$ cat config.mk
export PLATFORM = sky130hd
export DESIGN_NAME = aes_encrypt_engine_ctrl_flat
export DESIGN_NICKNAME = d
export VERILOG_FILES = /design/src/rtl/aes_pkg.sv /design/src/rtl/aes_encrypt_engine_ctrl_if.sv /design/src/rtl/aes_round.sv /design/src/rtl/aes_encrypt_engine_ctrl.sv /design/src/flat_wrapper.sv
export SDC_FILE = /design/constraint.sdc
export NUM_CORES = 2
export LEC_CHECK = 0
export BUFFER_PORTS_ARGS = -buffer_cell sky130_fd_sc_hd__buf_2
export CAP_MARGIN = 20
export CORE_AREA = 2 2 657 659
export CTS_CLUSTER_DIAMETER = 80
export DETAILED_ROUTE_END_ITERATION = 10
export DIE_AREA = 0 0 659 661
export GPL_TIMING_DRIVEN = 0
export MAX_ROUTING_LAYER = met4
export RECOVER_POWER = 25
export SYNTH_ARGS = -nofsm -noshare
export SYNTH_HDL_FRONTEND = slang
export SYNTH_HIERARCHICAL = 1
export SYNTH_SLANG_ARGS = --single-unit
$ cat constraint.sdc
create_clock -name clk -period 6.4 [get_ports clk]
set_clock_uncertainty 0.2 [all_clocks]
set_input_delay 0.64 -clock clk [delete_from_list [all_inputs] [get_ports clk]]
set_output_delay 0.64 -clock clk [all_outputs]
set_load 0.01 [all_outputs]
$ cat src/rtl/aes_pkg.sv
// -----------------------------------------------------------------------------
// aes_pkg
// Shared definitions for the iterative AES encryption engine.
//   AES_BLOCK_W : width of one AES state / round key (128 bits)
//   ROUND_W     : width of the round counter (4 bits, so Nr may be at most 15)
//   KEY_SLOTS   : number of round keys addressable by a 4-bit counter
//   fsm_e       : controller state encoding (IDLE, ROUND, DONE)
//   sbox()      : forward AES S-box lookup (SubBytes on one byte)
//   key_at()    : slice round key r out of a packed key schedule
// -----------------------------------------------------------------------------
package aes_pkg;

    localparam int AES_BLOCK_W = 128;
    localparam int ROUND_W     = 4;
    localparam int ROUND_MAX   = (1 << ROUND_W) - 1;
    localparam int KEY_SLOTS   = ROUND_MAX + 1;

    typedef enum logic [1:0] {
        IDLE  = 2'd0,
        ROUND = 2'd1,
        DONE  = 2'd2
    } fsm_e;

    // Forward S-box, entry 0 in the leftmost byte.
    localparam logic [0:255][7:0] SBOX = {
        128'h637c777bf26b6fc53001672bfed7ab76,
        128'hca82c97dfa5947f0add4a2af9ca472c0,
        128'hb7fd9326363ff7cc34a5e5f171d83115,
        128'h04c723c31896059a071280e2eb27b275,
        128'h09832c1a1b6e5aa0523bd6b329e32f84,
        128'h53d100ed20fcb15b6acbbe394a4c58cf,
        128'hd0efaafb434d338545f9027f503c9fa8,
        128'h51a3408f929d38f5bcb6da2110fff3d2,
        128'hcd0c13ec5f974417c4a77e3d645d1973,
        128'h60814fdc222a908846eeb814de5e0bdb,
        128'he0323a0a4906245cc2d3ac629195e479,
        128'he7c8376d8dd54ea96c56f4ea657aae08,
        128'hba78252e1ca6b4c6e8dd741f4bbd8b8a,
        128'h703eb5664803f60e613557b986c11d9e,
        128'he1f8981169d98e949b1e87e9ce5528df,
        128'h8ca1890dbfe6426841992d0fb054bb16
    };

    function automatic logic [7:0] sbox(input logic [7:0] b);
        return SBOX[b];
    endfunction

    // The schedule is always presented KEY_SLOTS wide; unused upper slots read as zero.
    function automatic logic [AES_BLOCK_W-1:0] key_at(
        input logic [KEY_SLOTS*AES_BLOCK_W-1:0] keys,
        input logic [ROUND_W-1:0]               r
    );
        return keys[AES_BLOCK_W*int'(r) +: AES_BLOCK_W];
    endfunction

endpackage

$ cat src/rtl/aes_encrypt_engine_ctrl_if.sv
// -----------------------------------------------------------------------------
// aes_encrypt_engine_ctrl_if
// Block-stream interface of the AES engine: ready/valid plaintext input and
// ready/valid ciphertext output.
//   in_valid / in_ready / in_data    : plaintext offer (byte 0 in [127:120])
//   out_valid / out_ready / out_data : ciphertext presentation
//   master : block producer / ciphertext consumer (system side)
//   slave  : the engine
// -----------------------------------------------------------------------------
interface aes_encrypt_engine_ctrl_if;

    logic                              in_valid;
    logic                              in_ready;
    logic [aes_pkg::AES_BLOCK_W-1:0]   in_data;
    logic                              out_valid;
    logic                              out_ready;
    logic [aes_pkg::AES_BLOCK_W-1:0]   out_data;

    modport master (
        output in_valid, in_data, out_ready,
        input  in_ready, out_valid, out_data
    );

    modport slave (
        input  in_valid, in_data, out_ready,
        output in_ready, out_valid, out_data
    );

endinterface

$ cat src/rtl/aes_round.sv
// -----------------------------------------------------------------------------
// aes_round
// One combinational AES encryption round:
//   state_out = AddRoundKey(MixColumns(ShiftRows(SubBytes(state_in))), round_key)
// with MixColumns bypassed when final_flag is set.
//   state_in   : current state, byte 0 in [127:120], column-major byte order
//   round_key  : round key applied at the end of this round
//   final_flag : last round, skip MixColumns
//   state_out  : next state
// -----------------------------------------------------------------------------
module aes_round
    import aes_pkg::*;
(
    input  logic [AES_BLOCK_W-1:0] state_in,
    input  logic [AES_BLOCK_W-1:0] round_key,
    input  logic                   final_flag,
    output logic [AES_BLOCK_W-1:0] state_out
);

    logic [7:0]             sb_b [16];
    logic [7:0]             sr_b [16];
    logic [7:0]             mc_b [16];
    logic [AES_BLOCK_W-1:0] pre_key;

    // Multiply by x in GF(2^8) modulo x^8+x^4+x^3+x+1.
    function automatic logic [7:0] xtime(input logic [7:0] b);
        return {b[6:0], 1'b0} ^ (b[7] ? 8'h1b : 8'h00);
    endfunction

    // SubBytes
    always_comb begin
        for (int i = 0; i < 16; i++) begin
            sb_b[i] = sbox(state_in[AES_BLOCK_W-1-8*i -: 8]);
        end
    end

    // ShiftRows: byte index is row + 4*column; row r rotates left by r columns.
    always_comb begin
        for (int c = 0; c < 4; c++) begin
            for (int r = 0; r < 4; r++) begin
                sr_b[4*c+r] = sb_b[4*((c+r)%4)+r];
            end
        end
    end

    // MixColumns: each column times the circulant {02,03,01,01}.
    always_comb begin
        for (int c = 0; c < 4; c++) begin
            mc_b[4*c+0] = xtime(sr_b[4*c+0]) ^ xtime(sr_b[4*c+1]) ^ sr_b[4*c+1]
                        ^ sr_b[4*c+2] ^ sr_b[4*c+3];
            mc_b[4*c+1] = sr_b[4*c+0] ^ xtime(sr_b[4*c+1]) ^ xtime(sr_b[4*c+2])
                        ^ sr_b[4*c+2] ^ sr_b[4*c+3];
            mc_b[4*c+2] = sr_b[4*c+0] ^ sr_b[4*c+1] ^ xtime(sr_b[4*c+2])
                        ^ xtime(sr_b[4*c+3]) ^ sr_b[4*c+3];
            mc_b[4*c+3] = xtime(sr_b[4*c+0]) ^ sr_b[4*c+0] ^ sr_b[4*c+1]
                        ^ sr_b[4*c+2] ^ xtime(sr_b[4*c+3]);
        end
    end

    // AddRoundKey
    always_comb begin
        pre_key = '0;
        for (int i = 0; i < 16; i++) begin
            pre_key[AES_BLOCK_W-1-8*i -: 8] = final_flag ? sr_b[i] : mc_b[i];
        end
        state_out = pre_key ^ round_key;
    end

endmodule

$ cat src/rtl/aes_encrypt_engine_ctrl.sv
// -----------------------------------------------------------------------------
// aes_encrypt_engine_ctrl
// Iterative AES encryption engine. Accepts one plaintext block, applies the
// initial key XOR on the accept edge, then runs one aes_round per clock for
// rounds 1..Nr (MixColumns skipped in round Nr) and holds the ciphertext until
// the consumer takes it. A new block may be accepted on the same edge the
// previous ciphertext is consumed.
//   clk, rst  : clock, synchronous active-high reset
//   blk       : slave side of the block-stream interface
//   all_keys  : full key schedule, round key r at [128*r +: 128]; not latched,
//               must be stable from the accept edge through the final round
//   busy      : high while rounds are in progress
// Parameters: Nk (key words, informational), Nr (rounds, 1..15).
// -----------------------------------------------------------------------------
module aes_encrypt_engine_ctrl
    import aes_pkg::*;
#(
    parameter int Nk = 4,
    parameter int Nr = 10
)
(
    input  logic                           clk,
    input  logic                           rst,
    aes_encrypt_engine_ctrl_if.slave       blk,
    input  logic [(Nr+1)*AES_BLOCK_W-1:0]  all_keys,
    output logic                           busy
);

    localparam int  KEYS_W = (Nr + 1) * AES_BLOCK_W;
    localparam bit  CFG_OK = (Nr >= 1) && (Nr <= ROUND_MAX) && (Nk >= 4) && (Nk <= 8);

    if (!CFG_OK) begin : g_cfg_check
        $error("aes_encrypt_engine_ctrl: Nr must be 1..15 and Nk 4..8");
    end

    fsm_e                             fsm_q;
    logic [ROUND_W-1:0]               round_q;
    logic [AES_BLOCK_W-1:0]           state_q;
    logic                             idle_q;
    logic                             out_valid_q;
    logic                             busy_q;

    logic [KEY_SLOTS*AES_BLOCK_W-1:0] keys_ext;
    logic [AES_BLOCK_W-1:0]           key0;
    logic [AES_BLOCK_W-1:0]           round_key;
    logic [AES_BLOCK_W-1:0]           round_out;
    logic                             final_round;
    logic                             accept;

    always_comb begin
        keys_ext               = '0;
        keys_ext[KEYS_W-1:0]   = all_keys;
    end

    assign key0        = key_at(keys_ext, ROUND_W'(0));
    assign round_key   = key_at(keys_ext, round_q);
    assign final_round = (round_q == ROUND_W'(Nr));

    // in_ready looks through to out_ready in DONE so a consumed block can be
    // replaced on the same edge without a bubble.
    assign blk.in_ready  = idle_q | (out_valid_q & blk.out_ready);
    assign accept        = blk.in_valid & blk.in_ready;
    assign blk.out_valid = out_valid_q;
    assign blk.out_data  = state_q;
    assign busy          = busy_q;

    aes_round u_round (
        .state_in   (state_q),
        .round_key  (round_key),
        .final_flag (final_round),
        .state_out  (round_out)
    );

    always_ff @(posedge clk) begin
        if (rst) begin
            fsm_q       <= IDLE;
            round_q     <= '0;
            state_q     <= '0;
            idle_q      <= 1'b1;
            out_valid_q <= 1'b0;
            busy_q      <= 1'b0;
        end else begin
            case (fsm_q)
                IDLE: begin
                    if (accept) begin
                        state_q <= blk.in_data ^ key0;
                        round_q <= ROUND_W'(1);
                        fsm_q   <= ROUND;
                        idle_q  <= 1'b0;
                        busy_q  <= 1'b1;
                    end
                end

                ROUND: begin
                    state_q <= round_out;
                    if (final_round) begin
                        round_q     <= '0;
                        fsm_q       <= DONE;
                        busy_q      <= 1'b0;
                        out_valid_q <= 1'b1;
                    end else begin
                        round_q <= round_q + ROUND_W'(1);
                    end
                end

                DONE: begin
                    if (blk.out_ready) begin
                        out_valid_q <= 1'b0;
                        if (blk.in_valid) begin
                            // Pop and push on one edge.
                            state_q <= blk.in_data ^ key0;
                            round_q <= ROUND_W'(1);
                            fsm_q   <= ROUND;
                            busy_q  <= 1'b1;
                        end else begin
                            // Ciphertext stays visible on out_data after the pop.
                            fsm_q  <= IDLE;
                            idle_q <= 1'b1;
                        end
                    end
                end

                default: begin
                    fsm_q       <= IDLE;
                    round_q     <= '0;
                    idle_q      <= 1'b1;
                    out_valid_q <= 1'b0;
                    busy_q      <= 1'b0;
                end
            endcase
        end
    end

endmodule

$ cat src/flat_wrapper.sv
// flat-port wrapper written by rule: the top's interface ports become plain ports
module aes_encrypt_engine_ctrl_flat import aes_pkg::*;
#(
    parameter int Nk = 4,
    parameter int Nr = 10
)
  (clk, rst, all_keys, busy, blk_in_valid, blk_in_data, blk_out_ready, blk_in_ready, blk_out_valid, blk_out_data);
  aes_encrypt_engine_ctrl_if blk_i ();
  input  logic clk;
  input  logic rst;
  input  logic [(Nr+1)*AES_BLOCK_W-1:0] all_keys;
  output logic busy;
  input wire logic [$bits(blk_i.in_valid)-1:0] blk_in_valid;
  input wire logic [$bits(blk_i.in_data)-1:0] blk_in_data;
  input wire logic [$bits(blk_i.out_ready)-1:0] blk_out_ready;
  output wire logic [$bits(blk_i.in_ready)-1:0] blk_in_ready;
  output wire logic [$bits(blk_i.out_valid)-1:0] blk_out_valid;
  output wire logic [$bits(blk_i.out_data)-1:0] blk_out_data;
  assign blk_i.in_valid = blk_in_valid;
  assign blk_i.in_data = blk_in_data;
  assign blk_i.out_ready = blk_out_ready;
  assign blk_in_ready = blk_i.in_ready;
  assign blk_out_valid = blk_i.out_valid;
  assign blk_out_data = blk_i.out_data;
  aes_encrypt_engine_ctrl #(.Nk(Nk), .Nr(Nr)) u_core (.clk(clk), .rst(rst), .blk(blk_i), .all_keys(all_keys), .busy(busy));
endmodule
=== Word-level counts from Yosys, hierarchy flattened ===
Memory sizes are Yosys's and may differ from the RTL's.
Index checks and enable logic that the tools add are counted.

* Input port bits: 1540
* Word-level logic and storage cells: 249
* Bits in read-only memories: 32768
* Register bits: 137
* RAM bits: 0
* Memories kept: 16
* Latch bits: 0

{| class="wikitable"
|+ Memory list
! name !! words !! width !! read ports !! clocked after Yosys merged registers in !! write ports !! line !! text
|-
| (no name shown) || 256 || 8 || 1 || 0 || 0 || aes_pkg.sv:45 || <nowiki>return SBOX[b];</nowiki>
|-
| (no name shown) || 256 || 8 || 1 || 0 || 0 || aes_pkg.sv:45 ||
|-
| (no name shown) || 256 || 8 || 1 || 0 || 0 || aes_pkg.sv:45 ||
|-
| (no name shown) || 256 || 8 || 1 || 0 || 0 || aes_pkg.sv:45 ||
|-
| (no name shown) || 256 || 8 || 1 || 0 || 0 || aes_pkg.sv:45 ||
|-
| (no name shown) || 256 || 8 || 1 || 0 || 0 || aes_pkg.sv:45 ||
|-
| +10 memories || -- || -- || -- || -- || -- || -- ||
|}

* Shift-type cells: 1
* Add/sub/neg operators: 1
* Bitwise gates (word level): 103
* Mux-type cells: 90
* Multipliers: 0
* Div/mod/pow operators: 0
* Magnitude comparators: 16
* Reductions and logical operators: 8
* Equality and inequality tests: 8

{| class="wikitable"
|+ Operators by type and width
! cell !! count
|-
| $shiftx 2048x12->128 || 1
|-
| $xor 8x8->8 || 64
|-
| $mux 128 || 3
|-
| $mux 8 || 48
|-
| $pmux 128 s3 || 1
|-
| $xor 128x128->128 || 2
|-
| $ge 9x9->1 const B || 16
|-
| $not 8->9 || 16
|-
| $xor 8x5->8 || 16
|-
| $mux 5 || 16
|-
| $mux 4 || 4
|-
| $pmux 4 s3 || 1
|-
| $reduce_and 4->1 || 3
|-
| $mux 1 || 10
|-
| $pmux 1 s3 || 3
|-
| $reduce_and 3->1 || 3
|-
| $ne 2x2->1 const B || 4
|-
| $mux 2 || 3
|-
| $pmux 2 s3 || 1
|-
| $add 4x1->4 const B || 1
|-
| $eq 4x4->1 const B || 1
|-
| $reduce_bool 3->1 || 1
|-
| $and 1x1->1 || 2
|-
| $eq 2x1->1 const B || 1
|-
| other kinds (5) || 6
|}

=== Logic depth before layout (Yosys ltp) ===
* Depth after elaboration: 13
* Gate-level depth with buffers: 19
* Depth with buffers taken out: 14

=== Hierarchy ===
The synthesis kept the hierarchy.

{| class="wikitable"
|+ Modules (own cells, without submodules)
! module !! instances !! cells an instance !! area an instance (µm²)
|-
| aes_round || 1 || 9391 || 62515.0
|-
| aes_encrypt_engine_ctrl || 1 || 2229 || 19323.5
|}

=== Worst setup path after synthesis ===
Ideal clock, no wire load.

* Kind: reg-to-reg
* From: register u_core.state_q[121] (netlist: u_core/blk.out_data[121])
* To: register u_core.state_q[99] (netlist: u_core/blk.out_data[99])
* Cell stages (with the launch flop): 19
* Setup slack: 1.604 ns
* Arrival: 4.464 ns
* Setup time: 0.132 ns
* Buffers on the path: 4
* Cell sequence: dfxtp_1 clkbuf_1 clkbuf_1 buf_1 inv_1 ha_1 clkbuf_1 o21ai_0 o32a_1 o2111ai_1 a21oi_1 a211o_1 a21oi_1 xnor3_1 xnor2_1 mux2i_1 xor2_1 o211ai_1 a21oi_1

* Longest elaborated chain between the ends: 13

{| class="wikitable"
|+ Ends and longest elaborated chain
! element !! line !! text
|-
| from (decl) || aes_encrypt_engine_ctrl.sv:38 || <nowiki>logic [AES_BLOCK_W-1:0] state_q;</nowiki>
|-
| from (signal assigned) || aes_encrypt_engine_ctrl.sv:86 || <nowiki>state_q <= blk.in_data ^ key0;</nowiki>
|-
| from (signal assigned) || aes_encrypt_engine_ctrl.sv:95 || <nowiki>state_q <= round_out;</nowiki>
|-
| from (signal assigned) || aes_encrypt_engine_ctrl.sv:111 || <nowiki>state_q <= blk.in_data ^ key0;</nowiki>
|-
| $not 8->9 (not written as such) * || aes_pkg.sv:45 ||
|-
| $mem_v2 256x8 * || -- ||
|-
| $mux 8 (not written as such) * (2 in a row) || aes_pkg.sv:45 ||
|-
| $mux 5 || aes_round.sv:27 || <nowiki>return {b[6:0], 1'b0} ^ (b[7] ? 8'h1b : 8'h00);</nowiki>
|-
| $xor 8x5->8 || aes_round.sv:27 ||
|-
| $xor 8x8->8 * (2 in a row) || aes_round.sv:55 || <nowiki>mc_b[4*c+3] = xtime(sr_b[4*c+0]) ^ sr_b[4*c+0] ^ sr_b[4*c+1]</nowiki>
|-
| $xor 8x8->8 * (2 in a row) || aes_round.sv:56 || <nowiki>^ sr_b[4*c+2] ^ xtime(sr_b[4*c+3]);</nowiki>
|-
| $mux 8 * || aes_round.sv:64 || <nowiki>pre_key[AES_BLOCK_W-1-8*i -: 8] = final_flag ? sr_b[i] : mc_b[i];</nowiki>
|-
| $xor 128x128->128 * || aes_round.sv:66 || <nowiki>state_out = pre_key ^ round_key;</nowiki>
|-
| via u_core.round_out[99] || aes_encrypt_engine_ctrl.sv:46 || <nowiki>logic [AES_BLOCK_W-1:0] round_out;</nowiki>
|-
| $pmux 128 s3 * || aes_encrypt_engine_ctrl.sv:83 || <nowiki>case (fsm_q)</nowiki>
|}

The timed path passes the listed nets; every way through them passes the cells marked *. The select of a mux whose other input is x is not followed.
A chain may end at the register's enable or synchronous reset.

=== Worst setup path after layout ===
* From: register u_core.state_q[108] (netlist: u_core/blk.out_data[108])
* To: register u_core.state_q[44] (netlist: u_core/blk.out_data[44])

* Longest elaborated chain between the ends: 12

{| class="wikitable"
|+ Ends and longest elaborated chain
! element !! line !! text
|-
| $not 8->9 (not written as such) * || aes_pkg.sv:45 ||
|-
| $mem_v2 256x8 * || -- ||
|-
| $mux 8 (not written as such) * (2 in a row) || aes_pkg.sv:45 ||
|-
| $mux 5 || aes_round.sv:27 ||
|-
| $xor 8x5->8 || aes_round.sv:27 ||
|-
| $xor 8x8->8 || aes_round.sv:53 || <nowiki>mc_b[4*c+2] = sr_b[4*c+0] ^ sr_b[4*c+1] ^ xtime(sr_b[4*c+2])</nowiki>
|-
| $xor 8x8->8 (2 in a row) || aes_round.sv:54 || <nowiki>^ xtime(sr_b[4*c+3]) ^ sr_b[4*c+3];</nowiki>
|-
| $mux 8 * || aes_round.sv:64 ||
|-
| $xor 128x128->128 * || aes_round.sv:66 ||
|-
| via u_core.round_out[44] || aes_encrypt_engine_ctrl.sv:46 ||
|-
| $pmux 128 s3 * || aes_encrypt_engine_ctrl.sv:83 ||
|}

Marked as above.

==> results.md <==
- Status: complete, but fails checks
- Failing checks: setup timing
- Tmin final: 6.81 ns
- Number of flops mapped to enable cells by yosys: 0
- Starting density of the core: 19.1%
- Initial antenna violation count: 444
- Worst-skew pair later-pin latency: 0.60 ns
- # setup viols final: 45
- Slew @ Worst Pin: 1.36 ns
- 1st-pass router iterations: 9
- Syn avg cell area: 7.04 µm²
- Final design utilization: 24.2%
- First-pass GRT wire length: 1390000 µm
- Number of H-tree levels: 4
- GRT overflow: 0
- Gate Count Post-Synth: 11620
- CTS Hold Bufs: 0
- Total power: 94.8 mW
- Post-synth ARST share: 0%
- TritonCTS sink count: 137
- CP Capture Type: flop
- Final worst path period share: 106%
- Seq cells post-synth: 137
- Hold Crit Class: input port to flop
- Max Cap Viol: 0
- Register Area: 0.00280 mm²
- Core Area: 0.429 mm²
- 1st-iter DRT viols: 20347
- Yosys warning count: 6
- Die H: 661 µm
- Die Area: 0.436 mm²
- Longest Clk Path Bufs: 3
- Routability cong.: 1.13
- Largest net degree at the start of global routing: 20
- Drt via density: 6.37
- Vias in the first global route: 117323
- Reg2reg setup slack: -0.41 ns
- IO buf count: 1669
- Hold path startpoint: blk_out_ready
- Worst slack, placed: -2.38 ns
- Sequential area share after synthesis: 3.35%
- Die Wd: 659 µm
- CTS tree: built
- Synth unique cells: 127
- CP arrival: 7.05 ns
- Non-Filler Instances: 20070
- Reg-to-reg startpoint: u_core/blk.out_data[108]
- Setup WS post-layout: -0.414 ns
- Via Count: 127803
- Filler instances: 49475
- Slew Limit Fails: 0
- LEAKAGE: 37.6 nW
- Total Wirelength: 1120000 µm
- Synthesized area: 0.0818 mm²
- Ports: 1671
- Slew headroom: 9.56%
- Crit-path cells: buf_2, clkinv_1, clkbuf_1, o21ai_0, a2111oi_0, a22oi_1, o221ai_4, xor2_2, xnor2_1, xnor3_1, mux2i_2, xnor2_1, o211ai_1, a21oi_1
- Final hold viol count: 0
- Total CTS buffers: 25
- Setup Crit Path Kind: flop to flop
- Max frequency: 0.147 GHz
- Area leader, netlist: mux4_2
- Area Overhead vs Synth: 26.7%
- Cell count after placement: 19098
- Area of the multi-input gates: 0.0730 mm²
- Cell repeated most along the worst path: xnor2_1
- VDD IR-drop max: 0.885 mV
- Crit path from: u_core/blk.out_data[108]
- Startpoint class of the critical path: flop
- PD cells: 914 mW/mm²
- Largest stage delay on the critical path: 1.03 ns
- RSZ-0062 raised after global routing: yes
- # DRC: 0
- Slowest-stage cell, CP: dfxtp_1
- Ratio of cells with drive above 1 in the final layout: 26.5%
- Routed Antenna Nets: 0
- Global-route usage over all layers: 50.2%
- Clk slew on worst S/H paths: 0.08 ns
- Final #Nets: 15227
- CTS root buf: clkbuf_16
- Top cell types by occurrence after synthesis: nand2_1, a21oi_1, nor2_1
- Most numerous cell in the Yosys netlist: nand2_1
- Synth Flop Type: dfxtp_1
- Final HPWL from detailed placement: 924000 µm
- Cells taking the most area after synthesis: mux4_2, a21oi_1, nand2_1
- Critical Path RT: 6.64 ns
- Syn Nets: 13385
- Row count: 241
- CP Max Fanout: 10
- Post-synth top area share: 7.18%
- WL/cell: 55.7 µm
cell families after synthesis:
kind of cell	synth area share (%)
compound gates	36.8
xor+xnor	8.38
fa+ha+maj	3.44
buf+inv	9.07
flops	3.35
mux	15.5
simple gates	23.4
layout by cell type (no fill, tap or decap), drive strengths merged, types with 155 or more instances in the layout:
cell / count
buf: 2526
nand2: 1149
a21oi: 932
diode: 893
o21ai: 704
nor2: 702
clkbuf: 696
o211ai: 423
nand2b: 414
xnor2: 384
nor2b: 332
nor3: 317
mux2: 311
nand3: 309
mux2i: 302
mux4: 261
ha: 225
a31oi: 213
o22ai: 208
a211oi: 202
o311ai: 185
xor2: 168
a311oi: 166
inv: 155
repair_timing:
action                                  4_1_cts  5_1_grt
cloned                                        0        0
pin swaps                                    22       21
resized for setup                           260      161
endpoints found under the setup margin      128       81
buffers inserted                             33       22
power by group:
group | internal (mW) | switching [mW]
Combinational | 29.3 | 61.3
Sequential | 1.18 | 1.70
Clock | 0.725 | 0.647
worst max-delay path, delay by kind of cell, from the launching register on:
family	cells	cell delay [ns]
compound gates	6	2.44
buf+inv	3	1.63
flops	1	1.03
xor+xnor	4	0.91
mux	1	0.37
per-layer routing:
metal | track usage [%] | wire length [µm] | up-vias
li1 | - | - | 49013
met1 | 57.9 | 420000 | 65477
met2 | 67.3 | 435000 | 10762
met3 | 21.5 | 149000 | 2551
met4 | 39.9 | 114000 | 0
met5 | - | 0 | -
per-stage QoR:
step | hold slack (ns) | cell area, µm² | setup TNS [ns]
floorplan | 0.285 | 81800 | 0
global placement | 0.265 | 97300 | -213.97
detailed placement | 0.277 | 98900 | -147.59
CTS | 0.199 | 101000 | 0
global route | 0.222 | 104000 | -0.186
finish | 0.219 | 104000 | -5.75
registers in the layout, summed over array words and instances (netlist names):
signal / count
u_core/blk.out_valid: 1
u_core/round_q: 4
u_core/idle_q: 1
u_core/busy: 1
u_core/fsm_q: 2
u_core/blk.out_data: 128
layout make-up:
| class | instances | area share, % |
|---|---|---|
| diodes | 893 | 2.16 |
| multi-input cells | 9915 | 70.4 |
| well taps | 5710 | 6.89 |
| inverters | 189 | 0.725 |
| plain buffers | 1366 | 6.56 |
| repair buffers | 1828 | 9.91 |
| flip-flops and latches | 137 | 2.70 |
| clock inverters | 2 | 0.00965 |
| clock buffers | 30 | 0.641 |
final timing paths:
path                             endpoint  depth (start not counted)
setup / recovery  u_core/blk.out_data[44]                         14
hold / removal            u_core/fsm_q[1]                          4
setup reg to reg  u_core/blk.out_data[44]                         14
hold reg to reg               u_core/busy                          2
Note: power is estimated with default switching activity, not from simulation.
